$ cat config.mk
export PLATFORM = sky130hd
export DESIGN_NAME = sr_reg_bank
export DESIGN_NICKNAME = d
export VERILOG_FILES = /design/src/rtl/sr_pkg.sv /design/src/rtl/sr_cell.sv /design/src/rtl/sr_reg_bank.sv
export SDC_FILE = /design/constraint.sdc
export NUM_CORES = 1
export LEC_CHECK = 0
export ABC_AREA = 1
export CAP_MARGIN = 30
export CORE_MARGIN = 10
export CORE_UTILIZATION = 47
export CTS_CLUSTER_SIZE = 20
export DETAILED_ROUTE_END_ITERATION = 12
export GPL_TIMING_DRIVEN = 0
export PLACE_DENSITY_LB_ADDON = 0.1
export SYNTH_ARGS = -nofsm -noshare
export SYNTH_HDL_FRONTEND = slang
export SYNTH_HIERARCHICAL = 1
export SYNTH_SLANG_ARGS = --single-unit
$ cat constraint.sdc
create_clock -name clk -period 7.5 [get_ports clk]
set_input_delay 1.5 -clock clk [delete_from_list [all_inputs] [get_ports clk]]
set_output_delay 1.5 -clock clk [all_outputs]
set_load 0.01 [all_outputs]
$ cat src/rtl/sr_pkg.sv
// Shared definitions for the set/reset flag bank: S=R=1 resolution modes and
// the helpers used by the channel cells and the conflict counter.
package sr_pkg;

  typedef enum logic [2:0] {
    SR_FORCE0 = 3'd0,
    SR_SETDOM = 3'd1,
    SR_RSTDOM = 3'd2,
    SR_TOGGLE = 3'd3,
    SR_HOLD   = 3'd4
  } sr_mode_e;

  // Popcount result width for the widest legal bank (64 channels).
  localparam int POP_W = 7;

  function automatic logic [POP_W-1:0] popcount(input logic [63:0] vec);
    logic [POP_W-1:0] cnt;
    cnt = '0;
    for (int i = 0; i < 64; i++) begin
      cnt = cnt + POP_W'(vec[i]);
    end
    return cnt;
  endfunction

  // Next q when both set and reset are asserted on an enabled channel.
  function automatic logic resolve_both(input int mode, input logic q_cur);
    logic res;
    case (sr_mode_e'(mode[2:0]))
      SR_SETDOM: res = 1'b1;
      SR_TOGGLE: res = ~q_cur;
      SR_HOLD:   res = q_cur;
      default:   res = 1'b0;
    endcase
    return res;
  endfunction

endpackage

$ cat src/rtl/sr_cell.sv
// One set/reset channel: flag bit, previous-value register for edge pulses,
// and a sticky conflict bit.
module sr_cell
  import sr_pkg::*;
#(
  parameter int   MODE = 0,
  parameter logic INIT = 1'b0
) (
  input  logic clk,
  input  logic reset,
  input  logic en,
  input  logic s,
  input  logic r,
  input  logic conflict_clr,
  output logic q,
  output logic q_rise,
  output logic q_fall,
  output logic conflict,
  output logic evt
);

  logic q_d;
  logic q_nxt;

  assign evt = en & s & r;

  // NOTE: every combinational output gets a default first so no path can
  // leave it unassigned and infer a latch.
  always_comb begin
    q_nxt = q;
    if (en) begin
      case ({s, r})
        2'b10:   q_nxt = 1'b1;
        2'b01:   q_nxt = 1'b0;
        2'b11:   q_nxt = resolve_both(MODE, q);
        default: q_nxt = q;
      endcase
    end
  end

  // NOTE: state is updated with non-blocking assignments so every register
  // samples pre-edge values regardless of block evaluation order.
  always_ff @(posedge clk or posedge reset) begin
    if (reset) begin
      q        <= INIT;
      q_d      <= INIT;
      conflict <= 1'b0;
    end else begin
      q        <= q_nxt;
      q_d      <= q;
      conflict <= conflict_clr ? evt : (conflict | evt);
    end
  end

  // q_d equals q after reset, so reset itself never produces a pulse.
  assign q_rise = q & ~q_d;
  assign q_fall = ~q & q_d;

endmodule

$ cat src/rtl/sr_reg_bank.sv
// Bank of WIDTH independent set/reset flags with edge pulses, sticky
// per-channel conflict flags and a saturating conflict event counter.
module sr_reg_bank
  import sr_pkg::*;
#(
  parameter int               WIDTH = 8,
  parameter int               MODE  = 0,
  parameter logic [WIDTH-1:0] INIT  = '0,
  parameter int               CNT_W = 8
) (
  input  logic             clk,
  input  logic             reset,
  input  logic [WIDTH-1:0] en,
  input  logic [WIDTH-1:0] s,
  input  logic [WIDTH-1:0] r,
  input  logic             conflict_clr,
  output logic [WIDTH-1:0] q,
  output logic [WIDTH-1:0] q_rise,
  output logic [WIDTH-1:0] q_fall,
  output logic [WIDTH-1:0] conflict,
  output logic [CNT_W-1:0] conflict_cnt
);

  if (WIDTH < 1 || WIDTH > 64) begin : g_bad_width
    $error("sr_reg_bank: WIDTH must be in 1..64");
  end
  if (MODE < 0 || MODE > 4) begin : g_bad_mode
    $error("sr_reg_bank: MODE must be in 0..4");
  end
  if (CNT_W < 2 || CNT_W > 16) begin : g_bad_cnt_w
    $error("sr_reg_bank: CNT_W must be in 2..16");
  end

  logic [WIDTH-1:0] evt;

  for (genvar i = 0; i < WIDTH; i++) begin : g_cell
    sr_cell #(
      .MODE (MODE),
      .INIT (INIT[i])
    ) u_cell (
      .clk          (clk),
      .reset        (reset),
      .en           (en[i]),
      .s            (s[i]),
      .r            (r[i]),
      .conflict_clr (conflict_clr),
      .q            (q[i]),
      .q_rise       (q_rise[i]),
      .q_fall       (q_fall[i]),
      .conflict     (conflict[i]),
      .evt          (evt[i])
    );
  end

  // The sum is wide enough for both the counter and a full-bank popcount,
  // so narrow counters on wide banks still clamp instead of wrapping.
  localparam int               SUM_W   = ((CNT_W > POP_W) ? CNT_W : POP_W) + 1;
  localparam logic [SUM_W-1:0] CNT_MAX = SUM_W'({CNT_W{1'b1}});

  logic [POP_W-1:0] evt_pop;
  logic [SUM_W-1:0] cnt_base;
  logic [SUM_W-1:0] cnt_sum;
  logic [CNT_W-1:0] cnt_nxt;

  always_comb begin
    evt_pop  = popcount(64'(evt));
    cnt_base = conflict_clr ? '0 : SUM_W'(conflict_cnt);
    cnt_sum  = cnt_base + SUM_W'(evt_pop);
    cnt_nxt  = (cnt_sum > CNT_MAX) ? CNT_MAX[CNT_W-1:0] : cnt_sum[CNT_W-1:0];
  end

  always_ff @(posedge clk or posedge reset) begin
    if (reset) begin
      conflict_cnt <= '0;
    end else begin
      conflict_cnt <= cnt_nxt;
    end
  end

endmodule

==> metrics.md, run 1 <==
| Metric | Value |
|---|---|
| Status | `finished, final reports clean` |
| Comb power frac | `0.324` |
| Sink Count | `32` |
| Skew-Pair Late Insertion Delay | `0.27 ns` |
| Peak supply drop | `0.000104 V` |
| RR Startpoint | `conflict_cnt[0]` |
| Grt ovf | `0` |
| Hold Path Depth | `0` |
| Vias in the first global route | `1441` |
| CP peak stage delay | `0.54 ns` |
| Slew @ Worst Pin | `0.571 ns` |
| Dpl cell area | `0.00245 mm^2` |
| Routed Antenna Nets | `0` |
| Syn. warnings | `6` |
| Max-cap violations | `0` |
| CP max stage cell | `fa_1` |
| Full die area | `0.00652 mm^2` |
| Final HPWL DP | `3340 um` |
| Clk pwr share | `0.245` |
| Cell Count, Final, Fillers Out | `341` |
| Initial antenna violation count | `0` |
| FF-to-FF End | `conflict_cnt[7]` |
| Clk root buf | `clkbuf_8` |
| Internal power | `342 uW` |
| Register area share after synthesis | `0.462` |
| Average size of a mapped cell | `7.88 um^2` |
| Clk buf depth | `2` |
| Initial DRC Count | `35` |
| Resized cells post-CTS | `0` |
| Min-Delay Path Class | `flop to flop` |
| Register-to-Register Path Depth | `10` |
| GRT Total Usage | `0.130` |
| Worst Path Required | `7.72 ns` |
| Largest net degree at the start of global routing | `13` |
| Setup TNS | `0 ns` |
| Minimum clock period | `4.91 ns` |
| WS Path Type | `primary input to flop` |
| Final Skew | `0.00485 ns` |
| Initial Util | `0.481` |
| Nets@finish | `331` |
| WL/cell | `11.7 um` |
| Worst Path Max Fanout | `8` |
| Final period util | `0.655` |
| Hold endpoint | `g_cell[6].u_cell/q_d` |
| Boundary Pins | `67` |
| Vias | `1475` |
| TritonCTS buffer count | `5` |
| DRC viols | `0` |
| Power density over cell area | `191 mW/mm^2` |
| Sw Share | `0.294` |
| Buffers added on ports | `66` |
| GP Congestion | `0.742` |
| Final Hold Vio Count | `0` |
| Post-Syn Instances | `220` |
| H-tree depth | `2` |
| Leak | `0.00141 uW` |
| DR vias/cell | `4.33` |
| N_diodes | `0` |
| Worst-path cell chain | `clkdlybuf4s50_1, nand3_1, inv_1, fa_1, inv_1, fa_1, fa_1, fa_1, fa_1, o21ai_2, nand2_2, nor2_4, nand2_4, nand2_1` |
| Post-CTS Hold Buffers | `0` |
| Placed cell count | `334` |
| Final Power | `484 uW` |
| First-pass GRT wire length | `6700 um` |
| RSZ-0062 raised after global routing | `false` |
| Core area | `0.00361 mm^2` |
| DR pass1 iterations | `4` |
| Clock transition at path regs | `0.06 ns` |
| Area Overhead vs Synth | `46.0%` |
| Endpoints failing setup | `0` |
| FF+latch count, synth | `32` |
| Post-CTS setup buffers | `0` |
| P_sw | `142 uW` |
| Row count | `22` |
| Share of cells above drive strength 1 | `0.0785` |
| DIE WIDTH | `80.7 um` |
| Worst R2R Setup Slack | `4.63 ns` |
| Die height | `80.7 um` |
| WL final | `4000 um` |
| Syn_nets | `258` |
| Fmax | `204 MHz` |
| Count of unique library cells instantiated by Yosys | `20` |
| Sequential share of power | `0.431` |
| Relative slew margins | `0.618` |
| Synth Cell Area | `0.00173 mm^2` |
| CP most frequent cell | `fa_1` |
| WP data arrival | `5.13 ns` |
| Startpoint Class | `primary input` |
| Max-slew violation count | `0` |
| CTS tree | `done` |
| Worst setup EP type | `flop` |
| Final instance area | `0.00253 mm^2` |
| Hold path startpoint | `g_cell[6].u_cell/q` |
-- Yosys cell counts --
| master | number | area, um^2 |
|---|---|---|
| xor2_1 | 2 | 17.5 |
| nor2_1 | 20 | 75.1 |
| a21oi_1 | 2 | 10.0 |
| xnor2_1 | 1 | 8.76 |
| fa_1 | 5 | 100 |
| dfrtp_1 | 32 | 801 |
| inv_2 | 8 | 30.0 |
| ha_1 | 6 | 75.1 |
| nor2_4 | 2 | 22.5 |
| nand3_2 | 1 | 10.0 |
| o21ai_1 | 8 | 40.0 |
| or2_1 | 1 | 6.26 |
| nand2_2 | 3 | 18.8 |
| nand3b_1 | 1 | 7.51 |
| nand3_1 | 13 | 65.1 |
| nand2_4 | 1 | 11.3 |
| o21ai_2 | 1 | 8.76 |
| nand2_1 | 55 | 206 |
| inv_4 | 1 | 6.26 |
| inv_1 | 57 | 214 |
-- routing by layer --
metal  track usage  vias up  part of all wire
met5             0        -                 0
met4        0.0519        0             0.014
met3        0.0397        6             0.078
met2         0.225       38              0.49
met1         0.146      652              0.41
li1              -      779                 -
-- cell families after synthesis --
logic type	after synthesis	synth area share
adder cells (fa/ha/maj)	11	0.101
buffers and inverters	66	0.144
AO/OA/AOI/OAI	11	0.0339
AND/OR/NAND/NOR	97	0.244
flip-flops	32	0.462
XOR/XNOR	3	0.0152
-- worst max-delay path by stage --
stage                     start  slack (ns)         endpoint  depth (start not counted)
after floorplan            s[0]        2.96  conflict_cnt[5]                         13
after global placement    en[0]        2.32  conflict_cnt[5]                         14
after detailed placement  en[0]        2.30  conflict_cnt[7]                         14
after CTS                 en[0]        2.57  conflict_cnt[7]                         14
after global routing      en[0]        2.42  conflict_cnt[5]                         14
final                     en[0]        2.59  conflict_cnt[7]                         14
-- layout by cell type (no fill, tap or decap), types with 3 or more instances in the layout --
cell type / netlist / final
fa_1: 5 / 5
nand2_1: 55 / 55
inv_2: 8 / 8
inv_1: 57 / 57
dfrtp_1: 32 / 32
clkbuf_8: 0 / 5
nand3_1: 13 / 13
ha_1: 6 / 6
clkdlybuf4s50_1: 0 / 66
nand2_2: 3 / 3
o21ai_1: 8 / 8
nor2_1: 20 / 20
-- power groups by stage --
stage | Sequential (uW) | Combinational, uW | Clock, uW
final | 209 | 157 | 119
after global routing | 212 | 175 | 128
after CTS | 209 | 160 | 121
after detailed placement | 212 | 159 | 0
after global placement | 211 | 155 | 0
after floorplan | 219 | 62.5 | 0
-- final cells by class --
class	count	area [um^2]
Multi-Input combinational cell	122	683
Inverter	66	250
Clock buffer	6	72.6
Fill cell	314	1070
Timing Repair Buffer	66	661
Sequential cell	32	801
Tap cell	48	60.1
Clock inverter	1	5.00
-- critical path, delay by kind of cell --
family                     cells  cell delay, ns
and+or+nand+nor                5            0.48
adders and majority gates      5            2.35
buffers and inverters          3            0.56
AOI/OAI and AO/OA              1            0.23
-- metrics by stage --
step	utilization	hold slack (ns)	worst slack, ns
floorplan	-	0.471	2.96
global placement	0.681	0.429	2.32
detailed placement	0.681	0.432	2.30
CTS	0.702	0.445	2.57
global route	0.702	0.460	2.42
finish	0.702	0.442	2.59
-- registers in the layout (all words and copies together) (netlist names) --
signal,cells
conflict_cnt,8
g_cell.u_cell/conflict,8
g_cell.u_cell/q,8
g_cell.u_cell/q_d,8
Note: power is estimated with default switching activity, not from simulation.
==> inputs of run 2 (changes only) <==
Settings changed: CORE_UTILIZATION 47 to 44.
Clock period 7.5 ns to 4.52 ns, I/O delays scaled along.
==> metrics.md, run 2 (same netlist as run 1, synthesis figures left out) <==
| Metric | Value |
|---|---|
| Grt ovf | `0` |
| DR vias/cell | `4.43` |
| Full die area | `0.00685 mm^2` |
| Skew-Pair Late Insertion Delay | `0.28 ns` |
| FF-to-FF End | `conflict_cnt[4]` |
| Sw Share | `0.298` |
| WL final | `4120 um` |
| Minimum clock period | `4.33 ns` |
| Clk buf depth | `2` |
| Final period util | `0.958` |
| Hold endpoint | `g_cell[1].u_cell/q_d` |
| Vias in the first global route | `1554` |
| Share of cells above drive strength 1 | `0.0816` |
| Leak | `0.00142 uW` |
| Worst Path Max Fanout | `3` |
| DRC viols | `0` |
| GP Congestion | `0.778` |
| Fmax | `231 MHz` |
| Comb power frac | `0.323` |
| Final Hold Vio Count | `0` |
| Internal power | `568 uW` |
| Most frequent cells in the layout | `clkdlybuf4s50_1, inv_1, nand2_1` |
| Final Power | `809 uW` |
| Hold path startpoint | `g_cell[1].u_cell/q` |
| P_sw | `241 uW` |
| Final HPWL DP | `3420 um` |
| Area Overhead vs Synth | `46.5%` |
| Clk root buf | `clkbuf_8` |
| WP data arrival | `4.51 ns` |
| Sink Count | `32` |
| Hold Path Depth | `0` |
| Worst Path Required | `4.69 ns` |
| Clock transition at path regs | `0.06 ns` |
| Slew @ Worst Pin | `0.579 ns` |
| WL/cell | `12.0 um` |
| Largest net degree at the start of global routing | `13` |
| Endpoints failing setup | `0` |
| Sequential share of power | `0.429` |
| First-pass GRT wire length | `6770 um` |
| Util after Layout | `0.678` |
| Register-to-Register Path Depth | `9` |
| Buffers added on ports | `66` |
| N_diodes | `0` |
| TritonCTS buffer count | `5` |
| Boundary Pins | `67` |
| Routed Antenna Nets | `0` |
| GRT Total Usage | `0.129` |
| Multi-input combinational cell area | `683 um^2` |
| Core area | `0.00374 mm^2` |
| CP most frequent cell | `fa_1` |
| CP peak stage delay | `0.53 ns` |
| Initial DRC Count | `38` |
| Row count | `22` |
| Max-cap violations | `0` |
| FF+latch area | `801 um^2` |
| Fill cell count | `329` |
| Max-slew violation count | `0` |
| Min-Delay Path Class | `flop to flop` |
| Nets@finish | `332` |
| CTS tree | `done` |
| Post-CTS Hold Buffers | `0` |
| Worst R2R Setup Slack | `1.63 ns` |
| DR pass1 iterations | `4` |
| Worst-path cell chain | `clkdlybuf4s50_1, nand3_1, inv_1, fa_1, inv_1, fa_1, fa_1, fa_1, fa_1, o21ai_2, buf_4, xor2_1, nand2_1` |
| RR Startpoint | `conflict_cnt[0]` |
| DIE WIDTH | `82.8 um` |
| Status | `finished, final reports clean` |
| Peak supply drop | `0.000211 V` |
| WS Path Type | `primary input to flop` |
| RSZ-0062 raised after global routing | `false` |
| Commonest non-fill, non-tap cell in the layout | `clkdlybuf4s50_1` |
| CP max stage cell | `fa_1` |
| Power density over cell area | `318 mW/mm^2` |
| Worst setup EP type | `flop` |
| Startpoint Class | `primary input` |
| Initial Util | `0.463` |
| H-tree depth | `2` |
| Initial antenna violation count | `0` |
| Relative slew margins | `0.613` |
| Vias | `1514` |
| Clk pwr share | `0.248` |
| Die height | `82.8 um` |
| Final Skew | `0.000854 ns` |
## run 2: power groups by stage
stage | Clock, uW | Sequential [uW] | Combinational (uW)
2_1_floorplan | 0 | 364 | 104
3_3_place_gp | 0 | 351 | 259
3_5_place_dp | 0 | 353 | 266
4_1_cts | 209 | 348 | 269
5_1_grt | 220 | 353 | 291
6_report | 200 | 347 | 262
## run 2: cell type report
class / count / area share
Inverter: 66 / 0.0985
Timing Repair Buffer: 67 / 0.263
Clock buffer: 6 / 0.0286
Sequential cell: 32 / 0.315
Clock inverter: 1 / 0.00197
Tap cell: 48 / 0.0236
Multi-Input combinational cell: 122 / 0.269
## run 2: metal layers
| metal | up-vias | wire [um] | global-route usage |
|---|---|---|---|
| met3 | 6 | 409 | 0.0593 |
| met2 | 41 | 1950 | 0.221 |
| li1 | 788 | - | - |
| met4 | 0 | 57 | 0.0485 |
| met5 | - | 0 | 0 |
| met1 | 679 | 1700 | 0.136 |
## run 2: critical path, delay by kind of cell
family,cells,cell delay [ns]
XOR/XNOR,1,0.16
adder cells (fa/ha/maj),5,2.35
AND/OR/NAND/NOR,2,0.20
AO/OA/AOI/OAI,1,0.17
buffers and inverters,4,0.71
## run 2: worst max path at each step
stage                            to  depth (start not counted)  start  slack [ns]
global route        conflict_cnt[4]                         13  en[0]       0.007
global placement    conflict_cnt[5]                         14  en[0]       -0.06
floorplan           conflict_cnt[5]                         13   s[0]        0.57
CTS                 conflict_cnt[3]                         14  en[0]        0.16
finish              conflict_cnt[4]                         13  en[0]        0.19
detailed placement  conflict_cnt[3]                         14  en[0]       -0.12
## run 2: repair_timing
action / 4_1_cts / 5_1_grt
gates resized for setup: 0 / 0
setup endpoints to repair: 0 / 8
setup buffers: 0 / 1
## run 2: per-stage QoR
step / hold slack, ns / instances / instance area (um^2) / TNS (ns) / worst slack, ns
4_1_cts: 0.443 / 341 / 2530 / 0 / 0.164
3_5_place_dp: 0.427 / 334 / 2450 / -0.885 / -0.121
5_1_grt: 0.464 / 342 / 2540 / 0 / 0.00683
2_1_floorplan: 0.471 / 220 / 1730 / 0 / 0.573
3_3_place_gp: 0.432 / 334 / 2450 / -0.440 / -0.0614
6_report: 0.439 / 342 / 2540 / 0 / 0.188
